`src/rtl/add_round_seq.sv`:
```
// Keyed-state sequencer: whitens a plaintext block, then XORs each fed-back round
// result with the round key. Define ADD_ROUND_PARITY_EN for per-byte even parity on state_par_o.
module add_round_seq #(
  parameter int DATA_W = 64,
  parameter int ROUNDS = 25,
  parameter int CNT_W  = 5
) (
  input  logic                  clk,
  input  logic                  rst,
  input  logic                  flush,
  input  logic                  in_valid,
  output logic                  in_ready,
  input  logic [DATA_W-1:0]     plain_in,
  input  logic [DATA_W-1:0]     key_round,
  input  logic [DATA_W-1:0]     fb_state,
  output logic                  out_valid,
  input  logic                  out_ready,
  output logic [DATA_W-1:0]     state_o,
  output logic [CNT_W-1:0]      round_o,
  output logic                  last_o,
  output logic [DATA_W/8-1:0]   state_par_o
);

  localparam int              PAR_W      = DATA_W / 8;
  localparam logic [CNT_W-1:0] LAST_ROUND = CNT_W'(ROUNDS);

  typedef enum logic [0:0] {
    S_IDLE = 1'b0,
    S_RUN  = 1'b1
  } fsm_t;

  fsm_t              fsm_q, fsm_d;
  logic [DATA_W-1:0] state_q, state_d;
  logic [CNT_W-1:0]  round_q, round_d;
  logic              out_valid_q, out_valid_d;
  logic              in_fire_s;
  logic              out_fire_s;
  logic              at_last_s;

  // in_ready drops while reset is asserted, not one cycle after it
  assign in_ready   = rst && (fsm_q == S_IDLE);
  assign in_fire_s  = in_valid && in_ready;
  assign out_fire_s = out_valid_q && out_ready;
  assign at_last_s  = (round_q == LAST_ROUND);

  assign out_valid  = out_valid_q;
  assign state_o    = state_q;
  assign round_o    = round_q;
  assign last_o     = out_valid_q && at_last_s;

  // State register for FSM and datapath
  always_ff @(posedge clk) begin
    if (!rst) begin
      fsm_q       <= S_IDLE;
      state_q     <= {DATA_W{1'b0}};
      round_q     <= {CNT_W{1'b0}};
      out_valid_q <= 1'b0;
    end else begin
      fsm_q       <= fsm_d;
      state_q     <= state_d;
      round_q     <= round_d;
      out_valid_q <= out_valid_d;
    end
  end

  // Next-state logic
  always_comb begin
    fsm_d = fsm_q;
    if (flush) begin
      fsm_d = S_IDLE;
    end else begin
      case (fsm_q)
        S_IDLE: begin
          if (in_fire_s) begin
            fsm_d = S_RUN;
          end else begin
            fsm_d = S_IDLE;
          end
        end
        S_RUN: begin
          if (out_fire_s && at_last_s) begin
            fsm_d = S_IDLE;
          end else begin
            fsm_d = S_RUN;
          end
        end
        default: fsm_d = S_IDLE;
      endcase
    end
  end

  // Datapath: flush wins over either handshake; the final round holds its values
  always_comb begin
    state_d     = state_q;
    round_d     = round_q;
    out_valid_d = out_valid_q;
    if (flush) begin
      state_d     = {DATA_W{1'b0}};
      round_d     = {CNT_W{1'b0}};
      out_valid_d = 1'b0;
    end else begin
      case (fsm_q)
        S_IDLE: begin
          if (in_fire_s) begin
            state_d     = plain_in ^ key_round;
            round_d     = {CNT_W{1'b0}};
            out_valid_d = 1'b1;
          end else begin
            out_valid_d = out_valid_q;
          end
        end
        S_RUN: begin
          if (out_fire_s) begin
            if (!at_last_s) begin
              state_d = fb_state ^ key_round;
              round_d = round_q + CNT_W'(1);
            end else begin
              out_valid_d = 1'b0;
            end
          end else begin
            out_valid_d = out_valid_q;
          end
        end
        default: begin
          state_d     = {DATA_W{1'b0}};
          round_d     = {CNT_W{1'b0}};
          out_valid_d = 1'b0;
        end
      endcase
    end
  end

`ifdef ADD_ROUND_PARITY_EN
  function automatic logic [PAR_W-1:0] byte_parity(input logic [DATA_W-1:0] v);
    logic [PAR_W-1:0] p;
    p = {PAR_W{1'b0}};
    for (int i = 0; i < PAR_W; i++) begin
      p[i] = ^v[8*i +: 8];
    end
    return p;
  endfunction

  logic [PAR_W-1:0] par_q;

  // Parity tracks state_d so it stays aligned with state_q
  always_ff @(posedge clk) begin
    if (!rst) begin
      par_q <= {PAR_W{1'b0}};
    end else begin
      par_q <= byte_parity(state_d);
    end
  end

  assign state_par_o = par_q;
`else
  assign state_par_o = {PAR_W{1'b0}};
`endif

endmodule

```
`config.mk`:
```
export PLATFORM = sky130hd
export DESIGN_NAME = add_round_seq
export DESIGN_NICKNAME = d
export VERILOG_FILES = /design/src/rtl/add_round_seq.sv
export SDC_FILE = /design/constraint.sdc
export NUM_CORES = 1
export LEC_CHECK = 0
export BUFFER_PORTS_ARGS = -buffer_cell sky130_fd_sc_hd__buf_2
export CELL_PAD_IN_SITES_DETAIL_PLACEMENT = 1
export CELL_PAD_IN_SITES_GLOBAL_PLACEMENT = 2
export CORE_MARGIN = 8
export CORE_UTILIZATION = 22
export CTS_BUF_LIST = sky130_fd_sc_hd__clkbuf_2 sky130_fd_sc_hd__clkbuf_4 sky130_fd_sc_hd__clkbuf_8
export CTS_CLUSTER_DIAMETER = 30
export DETAILED_ROUTE_END_ITERATION = 10
export HOLD_SLACK_MARGIN = 0.12
export PLACE_DENSITY_LB_ADDON = 0.1
export SKIP_CTS_REPAIR_TIMING = 1
export SLEW_MARGIN = 25
export SYNTH_ARGS = -nofsm -noshare
export SYNTH_HDL_FRONTEND = slang
export SYNTH_SLANG_ARGS = --single-unit
```
`constraint.sdc`:
```
create_clock -name clk -period 1.85 [get_ports clk]
set_input_delay 0.0925 -clock clk [delete_from_list [all_inputs] [get_ports clk]]
set_output_delay 0.0925 -clock clk [all_outputs]
set_load 0.05 [all_outputs]
```
-- Word level (Yosys, flattened, before mapping)
Cells that the tools add are included.
- register bits after elaboration: 71
- bits of input ports: 197
- output and inout port bits: 80
- word-level logic and storage cells: 37
- add/sub/neg operators: 1
- eq/ne operators: 5
- multiplexer cells: 15
- bitwise gates (word level): 4
- reductions and logical operators: 8
- operators with widths (cell ; count):
    two-way mux 64 bit ; 3
    case mux 64 bit (2 select lines) ; 1
    XOR 64 bit ; 2
    two-way mux 5 bit ; 3
    case mux 5 bit (2 select lines) ; 1
    AND reduction 3 bit ; 2
    adder 5 x 1 -> 5 bit (second input constant) ; 1
    == test 5 bit (second input constant) ; 1
    logical AND 1 bit ; 5
    two-way mux 1 bit ; 5
    inequality test 2 x 1 -> 1 bit (second input constant) ; 2
    inequality test 2 bit (second input constant) ; 2
    case mux 1 bit (2 select lines) ; 2
    NOT 1 bit ; 2
    OR reduction 2 bit ; 1

-- Depth between registers and ports, before layout
- depth after elaboration: 5
- mapped depth: 8
- depth with buffers taken out: 6

-- Least setup slack after synthesis
OpenSTA, ideal clock, no wires.
- path kind: register -> register
- from: register round_q[1], in the netlist round_o[1]
- to: register state_q[21], in the netlist state_o[21]
- setup time: 0.070 ns
- arrival time: 1.791 ns
- required time: 1.780 ns
- path slack: -0.011 ns
- cell stages (with the launch flop): 9
- path buffers: 2
- clock period less this slack: 1.861 ns
- cell sequence: dfxtp_1 inv_1 ha_1 and4b_4 o21ai_2 buf_6 buf_6 nand2_1 a21oi_1
- cells in the longest elaborated chain, start to end: 3
- ends and longest elaborated chain (item ; line ; RTL):
    from (decl) ; 34 ; logic [CNT_W-1:0] round_q, round_d;
    from (signal assigned) ; 56 ; round_q <= {CNT_W{1'b0}};
    from (signal assigned) ; 61 ; round_q <= round_d;
    == test 5 bit ; 44 ; assign at_last_s = (round_q == LAST_ROUND);
    inequality test 2 bit (no line) ; -- ;
    AND reduction 3 bit (no line) ; -- ;
    to (signal assigned) ; 55 ; state_q <= {DATA_W{1'b0}};
    to (signal assigned) ; 60 ; state_q <= state_d;
    to (decl) ; 33 ; logic [DATA_W-1:0] state_q, state_d;
No other way between the ends.
A chain may end at the register's enable or synchronous reset.

-- Worst setup path in the final report
- from: register round_q[0], in the netlist round_o[0]
- to: output port last_o
- cells in the longest elaborated chain, start to end: 2
- ends and longest elaborated chain (item ; line ; RTL):
    == test 5 bit ; 44 ;
    logical AND 1 bit ; 49 ; assign last_o = out_valid_q && at_last_s;
    to (decl) ; 20 ; output logic last_o,
No other way between the ends.

==> flow_summary.toml <==
[run_status]
status = "finished, final reports clean"

[floorplanning]
chipHeight_um = 149.3
fp.dieArea_sq_um = 22280
core-area_sq_um = 17360
io_pins = 277
start_util = 0.2251
row_count = 48
die_w_um = 149.3

[detailed_routing]
vias = 4332
wl_per_cell_um = 15.40
via_per_inst = 4.255
wl_um = 15680
drt_iter0_drc = 116
drt-pass1-iter-count = 4
antenna_left = 0
drc = 0

[global_route]
grt_use_total = 0.1316
grt-ovfl-total = 0
grt_max_degree = 44
grt_pass1_wl_um = 23330
grt_pass1_vias = 4519
antenna_found_initial = 0

[timing]
fin_crit_sh = 0.9251
setup_tns_ps = 0
whs_ps = 81.23
rsz0062_at_grt = "false"
setup_viol = 0
clock_skew_ps = 8.514
layout_min_cycle_time_ps = 1711
drv_slew = 0
finalHoldViolations = 0
fmax_ghz = 0.5843

[synth]
synth_edf_count = 0
synth_ff_type = "dfxtp_1"
avgSynthCellArea_sq_um = 8.383
synth_cells = 466
synth_area_sq_um = 3906
ys_ff_latch = 71
synth_area_leaders = "dfxtp_1 (36%), mux2i_1 (17%), xnor2_1 (14%)"
ys_async_sr_fraction = 0
yosysWarnings = 0
synth.top_cell.area_share = 0.3639
yosys.area.top_type = "dfxtp_1"
ys_types = 28
seq_area_frac_synth = 0.3639

[final_layout]
insertedDiodeCount = 0
drive_gt1_frac = 0.3796
final_area_sq_um = 6335
fin_nets = 987
final_cells = 1018
area_growth_pct = 62.17

[clocking]
cts_tree = "done"
root_buffer = "clkbuf_8"
clkSinkCount = 71
cts_made_buffers = 9
clock_path_buffers = 2
clock_latency_ps = 340
htreeDepth = 3
clkTransAtPathRegs_ps = 70

[critical_path]
cp-start-kind = "flip-flop"
path_class = "flip-flop to output pin"
r2r_end = "state_o[50]"
cp.required_ps = 1760
worstPathMaxFanout = 6
r2r_slack_ps = 200
endpoint_kind = "output pin"
r2r-start = "round_o[1]"
reg2reg_depth = 7
arrival_ps = 1620

[placed_design]
dp.cells = 938
place.gp.congestion = 0.7123
dpl-instance-area_sq_um = 5470
io_buffer_count = 268
place_hpwl_um = 12350

[pwr]
p_leak_nw = 2.732
p_total_mw = 3.975
p_per_area_nw_per_um2 = 627.4
ir_worst_vdd_uv = 379.0

[min_path]
min_path_type = "primary input to flip-flop"
min-delay-start = "key_round[15]"
min_to = "state_o[15]"
holdPathStages = 4

[job]
drv_cap = 0
## layer usage
layer	track usage	vias up	wire length (um)
li1	-	2171	-
met1	0.1463	1988	6231
met2	0.2319	158	8007
met3	0.04308	15	1206
met4	0.04291	0	233
met5	0	-	0
## cells in the final DEF, fill, tap and decap left out
cell type | netlist | routed
buf_2 | 12 | 267
nand2_1 | 133 | 133
dfxtp_1 | 71 | 69
a21oi_1 | 68 | 68
mux2i_1 | 65 | 65
xnor2_1 | 64 | 64
dlygate4sd3_1 | 0 | 64
clkbuf_8 | 0 | 10
conb_1 | 1 | 8
buf_4 | 14 | 6
nand3_1 | 4 | 4
buf_12 | 0 | 4
a311oi_1 | 3 | 3
clkinv_2 | 0 | 3
a41oi_1 | 2 | 2
nor2_1 | 2 | 2
ha_1 | 2 | 2
bufinv_16 | 0 | 2
nor2b_1 | 1 | 1
inv_1 | 1 | 1
and4b_4 | 1 | 1
and2_1 | 1 | 1
nand4b_1 | 1 | 1
and3_1 | 1 | 1
nand3b_2 | 1 | 1
a21boi_4 | 0 | 1
o21ai_4 | 0 | 1
nand2b_2 | 0 | 1
nand2b_1 | 2 | 1
nand3b_1 | 1 | 1
o21ai_0 | 1 | 1
clkinv_4 | 0 | 1
dfxtp_4 | 0 | 1
clkbuf_4 | 0 | 1
dfxtp_2 | 0 | 1
## synthesized netlist by cell type, types with 2 or more instances
cell type and count:
nand2b_1 2, mux2i_1 65, dfxtp_1 71, nand2_1 133
a311oi_1 3, xnor2_1 64, nand3_1 4, clkbuf_1 8
nor2_1 2, buf_6 3, a21oi_1 68, buf_2 12
a41oi_1 2, buf_4 14, ha_1 2
## worst max path at each step
| stage | cells past startpoint | end | startpoint | slack, ps |
|---|---|---|---|---|
| floorplan | 7 | state_o[21] | round_o[0] | 30 |
| global placement | 6 | round_o[1] | round_o[0] | 260 |
| detailed placement | 7 | state_o[50] | round_o[1] | 180 |
| CTS | 4 | last_o | round_o[0] | 50 |
| global route | 6 | state_o[6] | round_o[0] | 6 |
| finish | 4 | last_o | round_o[0] | 140 |
## layout make-up
cell class              instances  area (sq um)
inverters                       1         3.754
flip-flops and latches         71          1426
fillers                      2128         11020
clock inverters                 6         83.83
clock buffers                  10         137.6
repair buffers                342          2110
multi-input cells             363          2292
well taps                     225         281.5
## cell families (layout without fill, tap and decap cells)
logic type / Yosys count / count (layout) / synth area share
adder cells (fa/ha/maj): 2 / 2 / 0.006405
buffers and inverters: 39 / 359 / 0.06054
multiplexers: 65 / 65 / 0.1666
other: 1 / 8 / 0.0009600
XOR/XNOR: 64 / 64 / 0.1435
AO/OA/AOI/OAI: 76 / 76 / 0.1047
AND/OR/NAND/NOR: 148 / 148 / 0.1534
flip-flops: 71 / 71 / 0.3639
## per-stage QoR
stage	utilization	setup WS (ps)
floorplan	-	29.67
global placement	0.3152	259.4
detailed placement	0.3152	175.3
CTS	0.3279	48.51
global route	0.3650	6.187
finish	0.3650	138.6
## critical path, stage by stage (launching register included)
cell	delay, ps
dfxtp_1	430
ha_1	200
and4b_4	280
and2_1	130
clkbuf_4	230
## power by group
| part | switching, mW | total [mW] | internal, mW | leakage, nW |
|---|---|---|---|---|
| logic | 0.532 | 1.01 | 0.475 | 2.04 |
| registers | 0.0206 | 1.59 | 1.57 | 0.576 |
| clock network | 0.591 | 1.38 | 0.792 | 0.116 |
## sequential cells by signal, summed over array words and instances (netlist names)
name / count
state_o: 64
round_o: 5
fsm_q: 1
out_valid: 1
Note: power is estimated with default switching activity, not from simulation.
